File: src/rtl/dff_share_arb.sv
`default_nettype none
// ============================================================================
// Module     : dff_share_arb
// Description: Round-robin arbiter and write sequencer for a shared register,
//              granting one requester at a time under a 4-phase req/ack.
// Revision   : 1.0
// ============================================================================
module dff_share_arb #(
    parameter int NREQ  = 4,
    parameter int WIDTH = 8,
    parameter int IW    = $clog2(NREQ)
) (
    input  logic                  clk,
    input  logic                  reset,
    input  logic [NREQ-1:0]       req,
    input  logic [NREQ*WIDTH-1:0] wdata,
    output logic [NREQ-1:0]       ack,
    output logic [WIDTH-1:0]      q,
    output logic                  q_valid,
    output logic [IW-1:0]         owner,
    output logic                  busy
);

    typedef enum logic [1:0] {
        IDLE = 2'd0,
        LOAD = 2'd1,
        HOLD = 2'd2
    } state_t;

    state_t            state;
    state_t            state_n;
    logic [IW-1:0]     ptr;
    logic [IW-1:0]     ptr_n;
    logic [IW-1:0]     owner_n;
    logic [WIDTH-1:0]  q_n;
    logic              q_valid_n;
    logic [NREQ-1:0]   ack_n;
    logic [IW-1:0]     winner;
    logic [IW-1:0]     idx;
    logic              found;
    logic [WIDTH-1:0]  slice [NREQ];

    for (genvar g = 0; g < NREQ; g++) begin : g_slice
        assign slice[g] = wdata[g*WIDTH +: WIDTH];
    end

    // First asserted request scanning upward from ptr, wrapping at NREQ-1.
    always_comb begin
        winner = '0;
        idx    = '0;
        found  = 1'b0;
        for (int k = 0; k < NREQ; k++) begin
            idx = IW'((int'(ptr) + k) % NREQ);
            if (!found && req[idx]) begin
                found  = 1'b1;
                winner = idx;
            end
        end
    end

    always_comb begin
        state_n   = state;
        ptr_n     = ptr;
        owner_n   = owner;
        q_n       = q;
        q_valid_n = q_valid;
        ack_n     = ack;
        case (state)
            IDLE: begin
                if (found) begin
                    owner_n = winner;
                    state_n = LOAD;
                end
            end
            LOAD: begin
                // A withdrawn request aborts without touching q or the pointer.
                if (req[owner]) begin
                    q_n          = slice[owner];
                    q_valid_n    = 1'b1;
                    ack_n        = '0;
                    ack_n[owner] = 1'b1;
                    state_n      = HOLD;
                end else begin
                    state_n = IDLE;
                end
            end
            HOLD: begin
                if (!req[owner]) begin
                    ack_n   = '0;
                    ptr_n   = (owner == IW'(NREQ - 1)) ? '0 : owner + IW'(1);
                    state_n = IDLE;
                end
            end
            default: state_n = IDLE;
        endcase
    end

    always_ff @(posedge clk or posedge reset) begin
        if (reset) begin
            state   <= IDLE;
            ptr     <= '0;
            owner   <= '0;
            q       <= '0;
            q_valid <= 1'b0;
            ack     <= '0;
        end else begin
            state   <= state_n;
            ptr     <= ptr_n;
            owner   <= owner_n;
            q       <= q_n;
            q_valid <= q_valid_n;
            ack     <= ack_n;
        end
    end

    assign busy = (state != IDLE);

endmodule
`default_nettype wire

File: config.mk
export PLATFORM = sky130hd
export DESIGN_NAME = dff_share_arb
export DESIGN_NICKNAME = d
export VERILOG_FILES = /design/src/rtl/dff_share_arb.sv
export SDC_FILE = /design/constraint.sdc
export NUM_CORES = 1
export LEC_CHECK = 0
export ABC_CLOCK_PERIOD_IN_PS = 4470
export CORE_AREA = 10 10 63 65
export DETAILED_ROUTE_END_ITERATION = 6
export DIE_AREA = 0 0 73 75
export GPL_TIMING_DRIVEN = 1
export PLACE_DENSITY = 0.89
export REMOVE_ABC_BUFFERS = 1
export SLEW_MARGIN = 40
export SYNTH_ARGS = -nofsm -noshare
export SYNTH_HDL_FRONTEND = slang
export SYNTH_SLANG_ARGS = --single-unit
File: constraint.sdc
create_clock -name clk -period 4.47 [get_ports clk]
set_input_delay 0.894 -clock clk [delete_from_list [all_inputs] [get_ports clk]]
set_output_delay 0.894 -clock clk [all_outputs]
set_load 0.05 [all_outputs]
### Word level (Yosys, flattened, before mapping)

Cells that the tools add are included.

* word-level logic and storage cells: 71
* bits of input ports: 38
* register bits: 19
* output and inout bits: 16

* add/sub/neg operators: 4
* reduce and logical (&&, ||, !) cells: 15
* multiplexer cells: 31
* equal/unequal tests: 6
* bitwise operators: 2
* magnitude comparators: 7

Operators with widths (number)
* 8-bit binary-select mux with 2-bit select: 1
* 2-bit 2-to-1 mux: 8
* 8-bit 2-to-1 mux: 2
* 2-bit by 3-bit < comparator with 1-bit output, second input constant: 5
* 1-bit binary-select mux with 2-bit select: 5
* 1-bit 2-to-1 mux: 10
* 4-bit 2-to-1 mux: 2
* 4-bit case mux with 2 select lines: 1
* 2-bit AND reduction: 4
* 2-bit != test, second input constant: 3
* 2-bit case mux with 3 select lines: 1
* 2-bit by 1-bit adder with 2-bit output, second input constant: 2
* 2-bit adder, second input constant: 2
* 2-bit == test, second input constant: 2
* 1-bit logical AND: 4
* 2-bit nonzero test: 2
* 3-bit >= comparator, second input constant: 1
* 1-bit logical NOT: 3
* 2-bit NOT with 3-bit output: 1
* 3-bit AND reduction: 1
* 1-bit demux with 2-bit select: 1
* 2-bit by 1-bit == test with 1-bit output, second input constant: 1
* 2-bit by 1-bit >= comparator with 1-bit output, second input constant: 1
* 2-bit logical NOT: 1
* 1-bit NOT: 1

### Logic depth before layout (Yosys ltp)

Gate-level depths: netlist of the first run.

* depth after elaboration: 14
* depth in mapped cells: 6
* gate-level depth less buffers: 6

### Worst setup path after synthesis of the first run

OpenSTA, ideal clock, no wires.

* kind: input to register
* start point: in req[3]
* end point: reg ack[0]
* stages: 4
* data required time: 4.349 ns
* arrival: 1.980 ns
* setup slack: 2.369 ns
* buffers on the path: 0
* setup time: 0.121 ns
* cell sequence: mux4_2 and2_4 or2_4 a22o_1

* longest elaborated chain between the ends: 4
* elaborated cells between the ends (all ways): 5
* classes of those cells: eq/ne: 2; mux: 2; reduce/logical: 1

Ends and longest elaborated chain
* start, declared: line 15 `input logic [NREQ-1:0] req,`
* 1-bit binary-select mux with 2-bit select *: line 77, 88
* 1-bit 2-to-1 mux (implied by the code) *: line 77, 88
* 2-bit != test (no line)
* 3-bit AND reduction (no line) *
* end signal, assigned: line 112 `ack <= ack_n;`
* end, declared: line 17 `output logic [NREQ-1:0] ack,`

Every way passes the cells marked *; elsewhere a longest branch is shown, timed or not. The select of a mux whose other input is x is not followed.
A chain may end at the register's enable or synchronous reset.

### Worst setup path in the final report of the first run

* start point: reg owner[1]
* end point: out owner[1]

RTL lines
* start, declared: line 20 `output logic [IW-1:0] owner,`
* start signal, assigned: line 109 `owner <= owner_n;`

No word-level cell between the ends.

==> results.yml, run 1 <==
placed_design:
  place.gp.congestion: 0.778
  place_hpwl_mm: 2.84
  io_buffers: 53
job:
  maxCapViolCount: 0
grt:
  grt_use_met2_pct: 19.7
  overflow: 0
  antenna_found_initial: 0
  grt_pass1_wl_mm: 5.09
  grt_usage_pct: 12.1
  use_met3_pct: 4.34
  use_met1_pct: 14.0
  grt-busiest-layer: "met2"
  grt_max_degree: 20
  grt_pass1_vias: 979
cells_and_area:
  drive_gt1_share_pct: 18.2
  fin_nets: 189
  diodes: 0
  final_util_pct: 63.1
  syn_to_final_growth_pct: 52.6
synthesis:
  synth_cells: 88
  avgSynthCellArea_um2: 12.7
  synth_most_common_cell: "dfrtp_1"
  synth_flop_cell: "dfrtp_1"
  synth_edf_count: 0
  synth_area_leaders: "dfrtp_1 (42%), mux4_2 (18%), mux2_2 (9.1%), ha_1 (7.8%), inv_1 (3.7%)"
  synth_seq_cells: 19
  syn_area_um2: 1120
  synth_top_area_share_pct: 42.5
  yosys_warnings: 0
  yosysSeqAreaShare_pct: 42.5
  ys_async_sr_fraction_pct: 100
  ys_types: 23
  yosysTopAreaCell: "dfrtp_1"
  yosys-top-cells-count: "dfrtp_1 (19), inv_1 (11), mux2_2 (9), mux4_2 (9), ha_1 (7)"
sta:
  fin_tns_setup_ns: 0
  fin_crit_sh_pct: 63.6
  finClkSkew_ns: 0.00486
  fmax_mhz: 352
  final_hold_viol_count: 0
  min_period_ns: 2.84
  rsz0062_at_grt: "false"
  slew_violations: 0
  worstMarginPinSlew_ns: 0.690
  setup_viol_count_final: 0
  relSlewSlack_pct: 53.9
worst_setup_path:
  critPathSlowestCell: "clkdlybuf4s50_1"
  path_max_fanout: 14
  cpPeakStageDelay_ns: 0.92
  crit_start: "owner[1]$_DFFE_PP0P_"
  cp_num_buf_inv: 1
  worstPathRequired_ns: 3.58
  crit_chain: "clkdlybuf4s50_1"
  path_class: "flip-flop to primary output"
  cp-end-kind: "primary output"
  crit_arrival_ns: 1.95
  r2r-start: "owner[0]$_DFFE_PP0P_"
  cp-start-kind: "flip-flop"
  cp_top_family: "buffers and inverters"
pwr:
  vdd_drop_max_uv: 507
  design_power_total_mw: 1.15
  p_leak_nw: 0.709
  power_density_nw_per_um2: 674
floorplanning:
  die_x_um: 73
  core-area_um2: 2710
  dieArea_um2: 5480
  start_util_pct: 41.3
  num_rows: 19
  die_h_um: 75
  io_pins: 54
detailed_routing:
  wl_per_cell_um: 20.1
  ant_nets: 0
  drt_pre_antenna_iters: 4
  viasPerCell: 5.55
  drt-initial-drc-count: 68
  routed_wl_mm: 3.49
  drc_errors: 0
  vias: 965
clocking:
  cts_tree: "built"
  cts_made_buffers: 3
  clockBufferDepth: 2
  root_buffer: "clkbuf_4"
  insertion_delay_ns: 0.31
  post-cts-setup-buffers: 0
  holdBufCountCts: 0
  htreeDepth: 1
  cts_resized: 0
  clock_sinks: 19
  clk_pin_slew_ns: 0.11
worst_hold_path:
  hp-class: "flip-flop to flip-flop"
  min_from: "q_valid$_DFFE_PP0P_"
run_status:
  status: "finished, final reports clean"
## cell usage in the layout, fill, tap and decap left out, drive strengths merged
cell / instances
mux4: 9
a22o: 4
inv: 11
a21oi: 2
nor4: 1
nand2: 4
clkinv: 1
nand2b: 3
o22a: 1
o31ai: 2
ha: 7
or2: 1
clkbuf: 3
o2bb2ai: 1
nor2: 2
clkdlybuf4s50: 53
mux2: 9
a221oi: 2
and2: 2
o21ai: 5
dfrtp: 19
o32ai: 1
## state kept, by name, summed over array words and instances (netlist names)
name	cells
q	8
owner	2
ptr	2
ack	4
state	2
q_valid	1
## routing by layer
metal,wire [µm],vias up
met4,63,0
met5,0,-
met2,1650,57
met3,363,6
li1,-,435
met1,1410,467
## worst paths after layout
kind | to | slack (ns) | depth (start not counted)
min in group asynchronous | q_valid$_DFFE_PP0P_ | 0.99 | 2
worst min-delay path | q_valid$_DFFE_PP0P_ | 0.49 | 1
worst min register to register | q_valid$_DFFE_PP0P_ | 0.49 | 1
worst max register to register | ack[2]$_DFFE_PP0P_ | 2.41 | 4
max in group asynchronous | owner[0]$_DFFE_PP0P_ | 3.00 | 2
worst max-delay path | owner[1] | 1.63 | 1
## per-stage QoR
step	hold slack, ns	setup WS, ns	std cells	cell area [µm²]
global placement	0.449	1.83	170	1680
global route	0.507	1.54	174	1710
floorplan	0.449	2.13	86	1110
finish	0.494	1.63	174	1710
detailed placement	0.456	1.74	170	1680
CTS	0.485	1.44	174	1710
## area by class of cell
cell class | count | area [µm²]
clock buffers | 3 | 22.5
fillers | 197 | 1000
repair buffers | 53 | 531
flip-flops and latches | 19 | 477
multi-input cells | 56 | 594
inverters | 11 | 41.3
well taps | 31 | 38.8
clock inverters | 1 | 5.00
## kinds of logic after synthesis
| logic type | after synthesis | share of synthesized area [%] |
|---|---|---|
| simple gates | 13 | 6.59 |
| mux | 18 | 27.2 |
| fa+ha+maj | 7 | 7.82 |
| buf+inv | 13 | 4.47 |
| compound gates | 18 | 11.5 |
| flops | 19 | 42.5 |
## power by group
part | switching, mW | total [mW] | leakage [nW] | internal, mW
clock | 0.0571 | 0.0905 | 0.0177 | 0.0334
sequential | 0.0901 | 0.338 | 0.229 | 0.247
combinational | 0.404 | 0.724 | 0.462 | 0.321
total | 0.551 | 1.15 | 0.709 | 0.601
Power figures use the tool's default switching activity.
==> inputs of run 2 (changes only) <==
--- a/config.mk
+++ b/config.mk
@@ -5,12 +5,12 @@
 export SDC_FILE = /design/constraint.sdc
 export NUM_CORES = 1
 export LEC_CHECK = 0
-export ABC_CLOCK_PERIOD_IN_PS = 4470
-export CORE_AREA = 10 10 63 65
+export ABC_CLOCK_PERIOD_IN_PS = 2300
+export CORE_AREA = 10 10 67 69
 export DETAILED_ROUTE_END_ITERATION = 6
-export DIE_AREA = 0 0 73 75
+export DIE_AREA = 0 0 77 79
 export GPL_TIMING_DRIVEN = 1
-export PLACE_DENSITY = 0.89
+export PLACE_DENSITY = 0.83
 export REMOVE_ABC_BUFFERS = 1
 export SLEW_MARGIN = 40
 export SYNTH_ARGS = -nofsm -noshare
==> constraint.sdc (replaced) <==
create_clock -name clk -period 2.3 [get_ports clk]
set_input_delay 0.46 -clock clk [delete_from_list [all_inputs] [get_ports clk]]
set_output_delay 0.46 -clock clk [all_outputs]
set_load 0.05 [all_outputs]
==> run 2 against run 1 <==
  * Hold slack lost 0.0023 ns
  * Via count decreased by 1.6%
  * Critical path depth increased by 4
  * Cell area up 2.3%
  * Sequential power is 68% higher
  * Register-to-register slack got worse by 1.9 ns
  * Critical endpoint is now ack[1]$_DFFE_PP0P_
  * Largest power group unchanged
==> results.yml, run 2 (synthesized netlist as in run 1, its figures left out) <==
clocking:
  clock_sinks: 19
  clockBufferDepth: 2
  cts_tree: "built"
  post-cts-setup-buffers: 0
  insertion_delay_ns: 0.30
  htreeDepth: 1
  clk_pin_slew_ns: 0.11
  cts_made_buffers: 3
  cts_resized: 0
  root_buffer: "clkbuf_4"
  holdBufCountCts: 0
sta:
  final_hold_viol_count: 0
  relSlewSlack_pct: 51.7
  setup_ws_ns: 0.316
  setup_viol_count_final: 0
  fmax_mhz: 504
  slew_violations: 0
  min_period_ns: 1.98
  finClkSkew_ns: 0.0109
  fin_crit_sh_pct: 86.3
  rsz0062_at_grt: "false"
  worstMarginPinSlew_ns: 0.724
worst_setup_path:
  cp-end-kind: "flip-flop"
  worstPathRequired_ns: 2.50
  r2r-end: "ack[1]$_DFFE_PP0P_"
  crit_arrival_ns: 2.18
  cp-start-kind: "primary input"
  path_max_fanout: 6
  ff2ff_setup_slack_ns: 0.56
  r2r_cells: 4
  r2r-start: "owner[0]$_DFFE_PP0P_"
  path_class: "primary input to flip-flop"
cells_and_area:
  fin_nets: 193
  final_common_cell: "clkdlybuf4s50_1"
  final_cells: 193
  final_util_pct: 54.1
  multiInputGateArea_um2: 594
  fillers: 281
  largestRegisters: "q: 8 flops, ack: 4 flops"
  final_cell_mix: "clkdlybuf4s50_1 (50), dfrtp_1 (19), inv_1 (11)"
  seq_area_um2: 475
  syn_to_final_growth_pct: 56.1
  top_register: "q"
  fin_area_um2: 1750
  largest_reg_flops: 8
  diodes: 0
  drive_gt1_share_pct: 21.1
floorplanning:
  io_pins: 54
  num_rows: 21
  die_x_um: 77
  die_h_um: 79
  dieArea_um2: 6080
  start_util_pct: 34.6
  core-area_um2: 3230
run_status:
  status: "finished, final reports clean"
pwr:
  design_power_total_mw: 2.23
  power_density_nw_per_um2: 1270
  p_leak_nw: 0.731
  vdd_drop_max_uv: 420
detailed_routing:
  dr_wl_met2_mm: 1.44
  wl_per_cell_um: 17.2
  wl_met3_um: 274
  routed_wl_mm: 3.32
  viasPerCell: 4.92
  drc_errors: 0
  m1WireLength_mm: 1.56
  highest_layer: "met4"
  drt_pre_antenna_iters: 4
  ant_nets: 0
  vias: 950
  drt-initial-drc-count: 44
worst_hold_path:
  whs_endpoint: "ptr[0]$_DFFE_PP0P_"
  whs_path_depth: 2
  hp-class: "flip-flop to flip-flop"
  min_from: "ptr[0]$_DFFE_PP0P_"
grt:
  grt_usage_pct: 11.3
  grt_pass1_wl_mm: 5.51
  overflow: 0
  antenna_found_initial: 0
  grt_max_degree: 20
  grt_pass1_vias: 1043
placed_design:
  place_hpwl_mm: 2.75
  place.gp.congestion: 0.813
  dpl_worst_slack_ns: 0.0459
  io_buffers: 53
  place_area_um2: 1720
  dp_cells: 189
job:
  maxCapViolCount: 0
[run 2: cell types whose count changed in the layout (fill, tap and decap cells not counted), sizes merged]
| cell | change |
|---|---|
| buf | +7 |
| clkdlybuf4s50 | -3 |
| clkbuf | +1 |
| clkinv | -1 |
[run 2: cell type report]
class	count	area share, %
Tap cell	46	3.29
Multi-Input combinational cell	56	34.0
Inverter	11	2.36
Sequential cell	19	27.2
Timing Repair Buffer	57	31.6
Clock buffer	4	1.50
[run 2: routing by layer]
layer	global-route usage, %	vias to the layer above
li1	-	446
met1	14.2	453
met2	17.9	46
met3	3.83	5
met4	3.83	0
met5	0	-
[run 2: critical path, stage by stage]
cell,delay (ns)
clkdlybuf4s50_1,0.49
mux4_2,0.54
o21ai_0,0.29
nor2_1,0.14
a22o_1,0.26
[run 2: power breakdown]
group          internal [mW]  switching [mW]
Sequential             0.481          0.0875
Combinational          0.635           0.854
Clock                 0.0675          0.0999
Total                   1.18            1.04
[run 2: how the worst max path moves through the flow]
| stage | slack [ns] | to | from |
|---|---|---|---|
| after global routing | 0.26 | ack[3]$_DFFE_PP0P_ | req[1] |
| after floorplan | -0.04 | ack[0]$_DFFE_PP0P_ | owner[0]$_DFFE_PP0P_ |
| final | 0.32 | ack[1]$_DFFE_PP0P_ | req[1] |
| after global placement | 0.10 | ack[1]$_DFFE_PP0P_ | req[1] |
| after detailed placement | 0.05 | ack[2]$_DFFE_PP0P_ | req[1] |
| after CTS | 0.33 | ack[2] | ack[2]$_DFFE_PP0P_ |
[run 2: stage by stage]
stage | hold slack, ns | setup TNS (ns)
after global placement | 0.449 | 0
after detailed placement | 0.470 | 0
after floorplan | 0.411 | -0.156
after CTS | 0.494 | 0
after global routing | 0.512 | 0
final | 0.492 | 0
